[src/rtl/cpu_pkg.sv]
// Shared core definitions used by the divider.
// Contents:
//   OP_DIV..OP_REMU : func3 encodings of the M-extension divide group
//   DivCycles       : iteration count of the 32-bit divider
//   div_state_t     : divider FSM states
//   is_signed_op / is_rem_op : func3 decode helpers
package cpu_pkg;

    localparam logic [2:0] OP_DIV  = 3'b100;
    localparam logic [2:0] OP_DIVU = 3'b101;
    localparam logic [2:0] OP_REM  = 3'b110;
    localparam logic [2:0] OP_REMU = 3'b111;

    localparam int DivCycles = 32;

    typedef enum logic [1:0] {
        DIV_IDLE,
        DIV_CALC,
        DIV_DONE
    } div_state_t;

    // DIV and REM are signed (func3[0] clear); REM/REMU return the remainder (func3[1] set).
    function automatic logic is_signed_op(input logic [2:0] func3);
        return ~func3[0];
    endfunction

    function automatic logic is_rem_op(input logic [2:0] func3);
        return func3[1];
    endfunction

endpackage

[src/rtl/mdu_div_step.sv]
// One radix-2 restoring division iteration, purely combinational.
// Ports:
//   rem      : partial remainder, always below divisor
//   quo      : dividend bits still to shift in (MSB first), quotient bits fill from the LSB
//   divisor  : magnitude of the divisor
//   next_rem : partial remainder after this iteration
//   next_quo : quo shifted left with the new quotient bit in the LSB
module mdu_div_step #(
    parameter int DataWidth = 32
) (
    input  logic [DataWidth-1:0] rem,
    input  logic [DataWidth-1:0] quo,
    input  logic [DataWidth-1:0] divisor,
    output logic [DataWidth-1:0] next_rem,
    output logic [DataWidth-1:0] next_quo
);

    logic [DataWidth:0] shifted;
    logic [DataWidth:0] diff;

    // NOTE: every output of a combinational block gets a value on every path,
    // otherwise synthesis infers a latch to hold the old value.
    always_comb begin
        shifted = {rem, quo[DataWidth-1]};
        diff    = shifted - {1'b0, divisor};
        // rem < divisor bounds shifted below 2*divisor, so the top bit of
        // the difference is a clean borrow flag for the trial subtract.
        if (diff[DataWidth]) begin
            next_rem = shifted[DataWidth-1:0];
            next_quo = {quo[DataWidth-2:0], 1'b0};
        end else begin
            next_rem = diff[DataWidth-1:0];
            next_quo = {quo[DataWidth-2:0], 1'b1};
        end
    end

endmodule

[src/rtl/mdu_div_unit.sv]
// Multi-cycle iterative divider for DIV/DIVU/REM/REMU in the EX stage.
// Ports:
//   clk, rstn : core clock, asynchronous active-low reset
//   start_i   : issue request, sampled only when idle
//   func3_i   : OP_DIV / OP_DIVU / OP_REM / OP_REMU
//   src1_i    : dividend (rs1)
//   src2_i    : divisor (rs2)
//   flush_i   : squash the operation in flight, masks start_i when idle
//   busy_o    : pipeline stall, high from the cycle after acceptance until done_o
//   done_o    : one-cycle pulse, result_o valid
//   result_o  : quotient or remainder, held until the next result
module mdu_div_unit
    import cpu_pkg::*;
#(
    parameter int DataWidth = DivCycles,
    parameter int CntWidth  = 5
) (
    input  logic                 clk,
    input  logic                 rstn,
    input  logic                 start_i,
    input  logic [2:0]           func3_i,
    input  logic [DataWidth-1:0] src1_i,
    input  logic [DataWidth-1:0] src2_i,
    input  logic                 flush_i,
    output logic                 busy_o,
    output logic                 done_o,
    output logic [DataWidth-1:0] result_o
);

    div_state_t           state;
    logic [CntWidth-1:0]  cnt;
    logic                 rem_sel;
    logic                 neg_quo;
    logic                 neg_rem;
    logic [DataWidth-1:0] rem_q;
    logic [DataWidth-1:0] quo_q;
    logic [DataWidth-1:0] div_q;
    logic [DataWidth-1:0] next_rem;
    logic [DataWidth-1:0] next_quo;

    logic                 op_signed;
    logic                 src1_neg;
    logic                 src2_neg;
    logic                 div_zero;
    logic                 overflow;
    logic [DataWidth-1:0] abs1;
    logic [DataWidth-1:0] abs2;
    logic [DataWidth-1:0] quo_fix;
    logic [DataWidth-1:0] rem_fix;

    mdu_div_step #(.DataWidth(DataWidth)) u_step (
        .rem      (rem_q),
        .quo      (quo_q),
        .divisor  (div_q),
        .next_rem (next_rem),
        .next_quo (next_quo)
    );

    // Operand preparation at issue and sign fix-up at completion.
    always_comb begin
        op_signed = is_signed_op(func3_i);
        src1_neg  = op_signed & src1_i[DataWidth-1];
        src2_neg  = op_signed & src2_i[DataWidth-1];
        abs1      = src1_neg ? -src1_i : src1_i;
        abs2      = src2_neg ? -src2_i : src2_i;
        div_zero  = (src2_i == '0);
        overflow  = op_signed && (src1_i == {1'b1, {(DataWidth-1){1'b0}}})
                              && (src2_i == '1);
        quo_fix   = neg_quo ? -quo_q : quo_q;
        rem_fix   = neg_rem ? -rem_q : rem_q;
    end

    // NOTE: state registers use non-blocking assignments so every flop
    // samples pre-edge values regardless of statement order.
    always_ff @(posedge clk or negedge rstn) begin
        if (!rstn) begin
            state    <= DIV_IDLE;
            cnt      <= '0;
            rem_sel  <= 1'b0;
            neg_quo  <= 1'b0;
            neg_rem  <= 1'b0;
            rem_q    <= '0;
            quo_q    <= '0;
            div_q    <= '0;
            busy_o   <= 1'b0;
            done_o   <= 1'b0;
            result_o <= '0;
        end else begin
            done_o <= 1'b0;
            case (state)
                DIV_IDLE: begin
                    if (start_i && !flush_i) begin
                        rem_sel <= is_rem_op(func3_i);
                        busy_o  <= 1'b1;
                        cnt     <= CntWidth'(DataWidth - 1);
                        div_q   <= abs2;
                        // Special cases preload the final quotient/remainder
                        // with sign fix-up disabled and skip the iterations.
                        if (div_zero) begin
                            quo_q   <= '1;
                            rem_q   <= src1_i;
                            neg_quo <= 1'b0;
                            neg_rem <= 1'b0;
                            state   <= DIV_DONE;
                        end else if (overflow) begin
                            quo_q   <= src1_i;
                            rem_q   <= '0;
                            neg_quo <= 1'b0;
                            neg_rem <= 1'b0;
                            state   <= DIV_DONE;
                        end else begin
                            quo_q   <= abs1;
                            rem_q   <= '0;
                            neg_quo <= src1_neg ^ src2_neg;
                            neg_rem <= src1_neg;
                            state   <= DIV_CALC;
                        end
                    end
                end
                DIV_CALC: begin
                    if (flush_i) begin
                        state  <= DIV_IDLE;
                        busy_o <= 1'b0;
                    end else begin
                        rem_q <= next_rem;
                        quo_q <= next_quo;
                        // Exit test precedes the decrement, so the counter stops at zero.
                        if (cnt == '0) begin
                            state <= DIV_DONE;
                        end else begin
                            cnt <= cnt - 1'b1;
                        end
                    end
                end
                DIV_DONE: begin
                    state  <= DIV_IDLE;
                    busy_o <= 1'b0;
                    if (!flush_i) begin
                        done_o   <= 1'b1;
                        result_o <= rem_sel ? rem_fix : quo_fix;
                    end
                end
                default: begin
                    state  <= DIV_IDLE;
                    busy_o <= 1'b0;
                end
            endcase
        end
    end

endmodule

[config.mk]
export PLATFORM = sky130hd
export DESIGN_NAME = mdu_div_unit
export DESIGN_NICKNAME = d
export VERILOG_FILES = /design/src/rtl/cpu_pkg.sv /design/src/rtl/mdu_div_step.sv /design/src/rtl/mdu_div_unit.sv
export SDC_FILE = /design/constraint.sdc
export NUM_CORES = 1
export LEC_CHECK = 0
export ABC_CLOCK_PERIOD_IN_PS = 4200
export CAP_MARGIN = 20
export CORE_MARGIN = 2
export CORE_UTILIZATION = 49
export CTS_BUF_LIST = sky130_fd_sc_hd__clkbuf_8
export CTS_CLUSTER_DIAMETER = 150
export DETAILED_ROUTE_END_ITERATION = 8
export HOLD_SLACK_MARGIN = 0.02
export PLACE_DENSITY = 0.77
export SLEW_MARGIN = 10
export SYNTH_ARGS = -nofsm -noshare
export SYNTH_HDL_FRONTEND = slang
export SYNTH_HIERARCHICAL = 1
export SYNTH_SLANG_ARGS = --single-unit
[constraint.sdc]
create_clock -name clk -period 4.2 [get_ports clk]
set_input_delay 0.84 -clock clk [delete_from_list [all_inputs] [get_ports clk]]
set_output_delay 0.84 -clock clk [all_outputs]
set_load 0.01 [all_outputs]
# == Word-level counts from Yosys, hierarchy flattened ==
# Cells that the tools add are included.
# totals
regBits,140
latchBits,0
mem_bits_rw,0
rom_bits,0
in_bits,71
out_inout_bits,34
wordCells,80
memories,0
# op_classes
add_sub_neg,6
n_mul,0
div,0
n_lt_le_gt_ge,0
eq_ne,9
shifts,0
n_mux,35
n_bitwise,5
reduce_logical,14
# ops
cell,n
$mux 32,13
$neg 32->32,4
$pmux 32 s2,2
$eq 32x32->1 const B,2
$sub 33x32->33,1
$logic_not 32->1,1
$mux 5,3
$mux 2,5
$pmux 5 s2,1
$mux 1,9
$ne 2x2->1 const B,4
$reduce_and 2->1,4
$logic_not 5->1,1
$sub 5x1->5 const B,1
$pmux 2 s2,1
$reduce_and 4->1,1
$logic_and 1x1->1,3
$ne 3x3->1 const B,1
$reduce_and 3->1,1
$and 1x1->1,2
$eq 2x1->1 const B,1
$eq 2x2->1 const B,1
$logic_not 2->1,1
$not 1->1,2
4 further kinds,4

# == Depth between registers and ports, before layout ==
# logic_depth
ltp_word,7
ltp_mapped,17

# == Cells and area by module ==
# Netlist, hierarchy kept.
# modules_own_cells
module,n_inst,cells_per_inst,area_per_inst_um2,seq_area_each_um2
mdu_div_unit,1,1009,8663.3,3503.4
mdu_div_step,1,337,2598.7,0.0

# == Worst setup path after synthesis ==
# OpenSTA, ideal clock, no wires.
# synth_path
path_kind,reg-to-reg
from,register quo_q[31]
to,register rem_q[13]
setup_ps,127
arrival_ps,3462
required_time_ps,4073
slack_ps,611
path_stages_with_launch,18
path_buffers,2
path_cell_list,dfrtp_1 > inv_1 > ha_1 > fa_1 > and2b_1 > o2111ai_2 > a21oi_2 > o2111ai_1 > a211oi_2 > nor2_4 > mux2i_4 > and2_4 > buf_12 > inv_8 > buf_12 > mux2_4 > a221oi_1 > nor2_1
# synth_via
elab_chain_cells,4
# synth_rtl
item,line_no,rtl
start: declaration,mdu_div_unit.sv:36,logic [DataWidth-1:0] quo_q;
start signal: assignment,mdu_div_unit.sv:106,quo_q <= src1_i;
start signal: assignment,mdu_div_unit.sv:112,quo_q <= abs1;
start signal: assignment,mdu_div_unit.sv:126,quo_q <= next_quo;
$sub 33x32->33,mdu_div_step.sv:25,"diff = shifted - {1'b0, divisor};"
$mux 32,mdu_div_step.sv:28,if (diff[DataWidth]) begin
named net next_rem[13],mdu_div_unit.sv:38,logic [DataWidth-1:0] next_rem;
$mux 32,mdu_div_unit.sv:121,if (flush_i) begin
$pmux 32 s2,mdu_div_unit.sv:90,case (state)
end signal: assignment,mdu_div_unit.sv:101,rem_q <= src1_i;
end signal: assignment,mdu_div_unit.sv:125,rem_q <= next_rem;
end: declaration,mdu_div_unit.sv:35,logic [DataWidth-1:0] rem_q;
# The timed path passes the listed nets, and every way through them passes these cells. The select of a mux whose other input is x is not followed.
# A chain may end at the register's enable or synchronous reset.

# == Final worst setup path ==
# layout_path
from,register div_q[0]
to,register rem_q[7]
# layout_via
elab_chain_cells,4
# layout_rtl
item,line_no,rtl
start: declaration,mdu_div_unit.sv:37,logic [DataWidth-1:0] div_q;
start signal: assignment,mdu_div_unit.sv:96,div_q <= abs2;
$sub 33x32->33,mdu_div_step.sv:25,
$mux 32,mdu_div_step.sv:28,
named net next_rem[7],mdu_div_unit.sv:38,
$mux 32,mdu_div_unit.sv:121,
$pmux 32 s2,mdu_div_unit.sv:90,
# The timed path passes the listed nets, and every way through them passes these cells. The select of a mux whose other input is x is not followed.

==> flow_summary.ini <==
[grt]
grtUsageTotal = 0.290
grt_remaining_overflow = 0
antenna_found_initial = 0
grt_max_degree = 77
grt_pass1_wl_um = 55100
grt_pass1_vias = 10100

[clocking]
cts_hold_buf = 0
postCtsSetupBuffers = 0
cts_buffer_depth = 2
cts_tree = yes
cts-htree-levels = 4
clk_pin_slew_worst_paths_ns = 0.09
postCtsResizedCells = 0
clk_latency_ns = 0.47
cts_buffers = 17
cts_num_sinks = 140
root_buffer = clkbuf_8

[sta]
finClkSkew_ns = 0.0180
setup_viol_count_final = 0
hold_viol = 0
tightest_slew_ns = 1.01
finalMaxSlewViolations = 0
rsz0062_at_grt = no
slew_headroom = 0.325
setup_tns_ns = 0
max_freq_mhz = 264
fin_crit_sh = 0.902
finalCriticalPeriod_ns = 3.79

[worst_setup_path]
crit_fanout = 24
worst-setup-path-type = reg -> reg
cp_data_arrival_time_ns = 4.14
worstSetupEndpointType = register
crit_required_ns = 4.55
start_kind = register

[synth]
ys_warn_count = 6
syn_avg_cell_area_sq_um = 8.37
ys_seq_area_frac = 0.311
yosysUniqueCellTypes = 83
synth.area.top_cells = dfrtp_1, o21ai_0, xor2_1
synth_top_cell_area_share = 0.311
synth.net_count = 1457
synth_top_cell_by_area = dfrtp_1
async_flop_share = 1.00
synth.cell_area_sq_um = 11300
synth_seq_cells = 140
synthCells = 1346
synthFlopType = dfrtp_1
synth_edf_count = 0

[final_layout]
area_growth_pct = 14.1
seq_area_sq_um = 3500
multi_input_area_sq_um = 6970
drive_gt1_frac = 0.103
fill_cells = 2065
nets = 1527
antenna_cells = 0

[power_and_ir_drop]
p_per_area_nw_per_um2 = 710
power_mw = 9.13
peakVddDrop_mv = 0.542
p_leak_nw = 5.21

[drt]
drt_first_pass_iters = 6
avgViaCountPerCell = 6.22
vias = 10700
wl_met3_um = 2490
routedWlPerCell_um = 20.3
top_layer = met4
drc = 0
routedLengthMet1_um = 14900
dr.first_iter.drc_count = 972
wl_met2_um = 16100
antenna_left = 0
wl_um = 34700

[placement]
place_congestion = 0.999
portBuffers = 103
dp_hpwl_um = 26800

[floorplanning]
initial_core_util = 0.499
die_h_um = 156
dieWidth_um = 156
core_sq_um = 22600
rows = 55
io_pins = 105
dieArea_sq_um = 24200

[outcome]
status = finished clean

[run]
cap_violations = 0

[worst_hold_path]
hp-class = in -> async
cells by family after synthesis:
family	after synthesis	synth area share
xor gates and xnor gates	130	0.101
buffers and inverters	152	0.0715
AOI/OAI and AO/OA	388	0.226
adders and majority gates	40	0.0451
and+or+nand+nor	465	0.207
DFF	140	0.311
muxes	31	0.0377
final timing paths:
kind | from | to | slack [ns] | depth (start not counted)
min | rstn | result_o[18] | 0.40 | 1
min in group clk | div_q[16] | div_q[16] | 0.48 | 2
max reg2reg | div_q[0] | rem_q[7] | 0.41 | 14
max | div_q[0] | rem_q[7] | 0.41 | 14
max in group asynchronous | rstn | cnt[2] | 2.96 | 2
min reg2reg | div_q[16] | div_q[16] | 0.48 | 2
sequential cells by signal, indices dropped and copies added (netlist names), 2 cells and up:
register and count:
cnt 5, state 2, quo_q 32, rem_q 32, div_q 32, result_o 32
layout make-up:
cell class                 count  share of cell area
tap                          285              0.0278
sequential                   140               0.273
clock buffer                  17              0.0182
timing repair buffer         151               0.110
clock inverter                15              0.0128
inverter                      52              0.0158
multi-input combinational   1054               0.543
synth_stat cells (10+ instances only):
| master | instances |
|---|---|
| o21ai_0 | 119 |
| a21o_1 | 17 |
| a221oi_1 | 32 |
| nor4_1 | 16 |
| mux2_4 | 19 |
| xnor2_1 | 64 |
| xor2_1 | 66 |
| nand4_1 | 16 |
| o211ai_1 | 12 |
| ha_1 | 39 |
| or3_1 | 36 |
| a21oi_1 | 62 |
| a22oi_1 | 12 |
| inv_1 | 51 |
| o41ai_1 | 16 |
| nor2_1 | 137 |
| o31ai_1 | 33 |
| or4_1 | 16 |
| o22ai_1 | 11 |
| dfrtp_1 | 140 |
| nand3_1 | 34 |
| clkbuf_1 | 51 |
| a31oi_1 | 20 |
| buf_4 | 34 |
| o21a_1 | 10 |
| o221ai_1 | 10 |
| nand2_1 | 109 |
| nor3_1 | 32 |
power breakdown:
group / switching [mW] / internal, mW / total [mW]
Combinational: 3.00 / 2.63 / 5.63
Clock: 0.605 / 0.538 / 1.14
Sequential: 0.626 / 1.73 / 2.35
Total: 4.23 / 4.89 / 9.13
stage by stage:
step / setup slack (ns) / utilization / cells / instance area [sq um] / hold slack [ns]
global placement: 0.454 / 0.552 / 1682 / 12500 / 0.454
detailed placement: 0.435 / 0.552 / 1682 / 12500 / 0.462
CTS: 0.418 / 0.569 / 1714 / 12800 / 0.418
global route: 0.223 / 0.569 / 1714 / 12800 / 0.446
finish: 0.410 / 0.569 / 1714 / 12800 / 0.405
floorplan: 0.611 / - / 1346 / 11300 / 0.439
worst max-delay path: stages, from the launching register on:
cell,delay [ns]
dfrtp_1,0.43
ha_1,0.24
fa_1,0.40
and2b_1,0.24
o2111ai_2,0.14
a21oi_2,0.28
o2111ai_1,0.19
a211oi_2,0.33
nor2_4,0.11
mux2i_4,0.20
and2_4,0.20
inv_8,0.20
mux2_2,0.37
a221oi_1,0.25
nor2_1,0.08
cell usage in the layout, fill, tap and decap left out, types with 17 or more instances in the layout:
| master | Yosys | routed |
|---|---|---|
| a31oi_1 | 20 | 20 |
| nor2_1 | 137 | 136 |
| nand3_1 | 34 | 34 |
| a21o_1 | 17 | 17 |
| mux2_4 | 19 | 19 |
| o31ai_1 | 33 | 33 |
| buf_4 | 34 | 46 |
| xor2_1 | 66 | 66 |
| nor3_1 | 32 | 32 |
| ha_1 | 39 | 39 |
| xnor2_1 | 64 | 64 |
| nand2_1 | 109 | 108 |
| a21oi_1 | 62 | 62 |
| a221oi_1 | 32 | 32 |
| clkdlybuf4s50_1 | 0 | 102 |
| inv_1 | 51 | 52 |
| clkbuf_8 | 1 | 17 |
| dfrtp_1 | 140 | 140 |
| o21ai_0 | 119 | 119 |
| or3_1 | 36 | 36 |
routing by layer:
layer  vias up  track usage
li1       5042            -
met1      5069        0.385
met2       480        0.481
met3        69       0.0400
met4         0        0.115
met5         -            0
No activity file was read; power rests on OpenSTA's default activity.
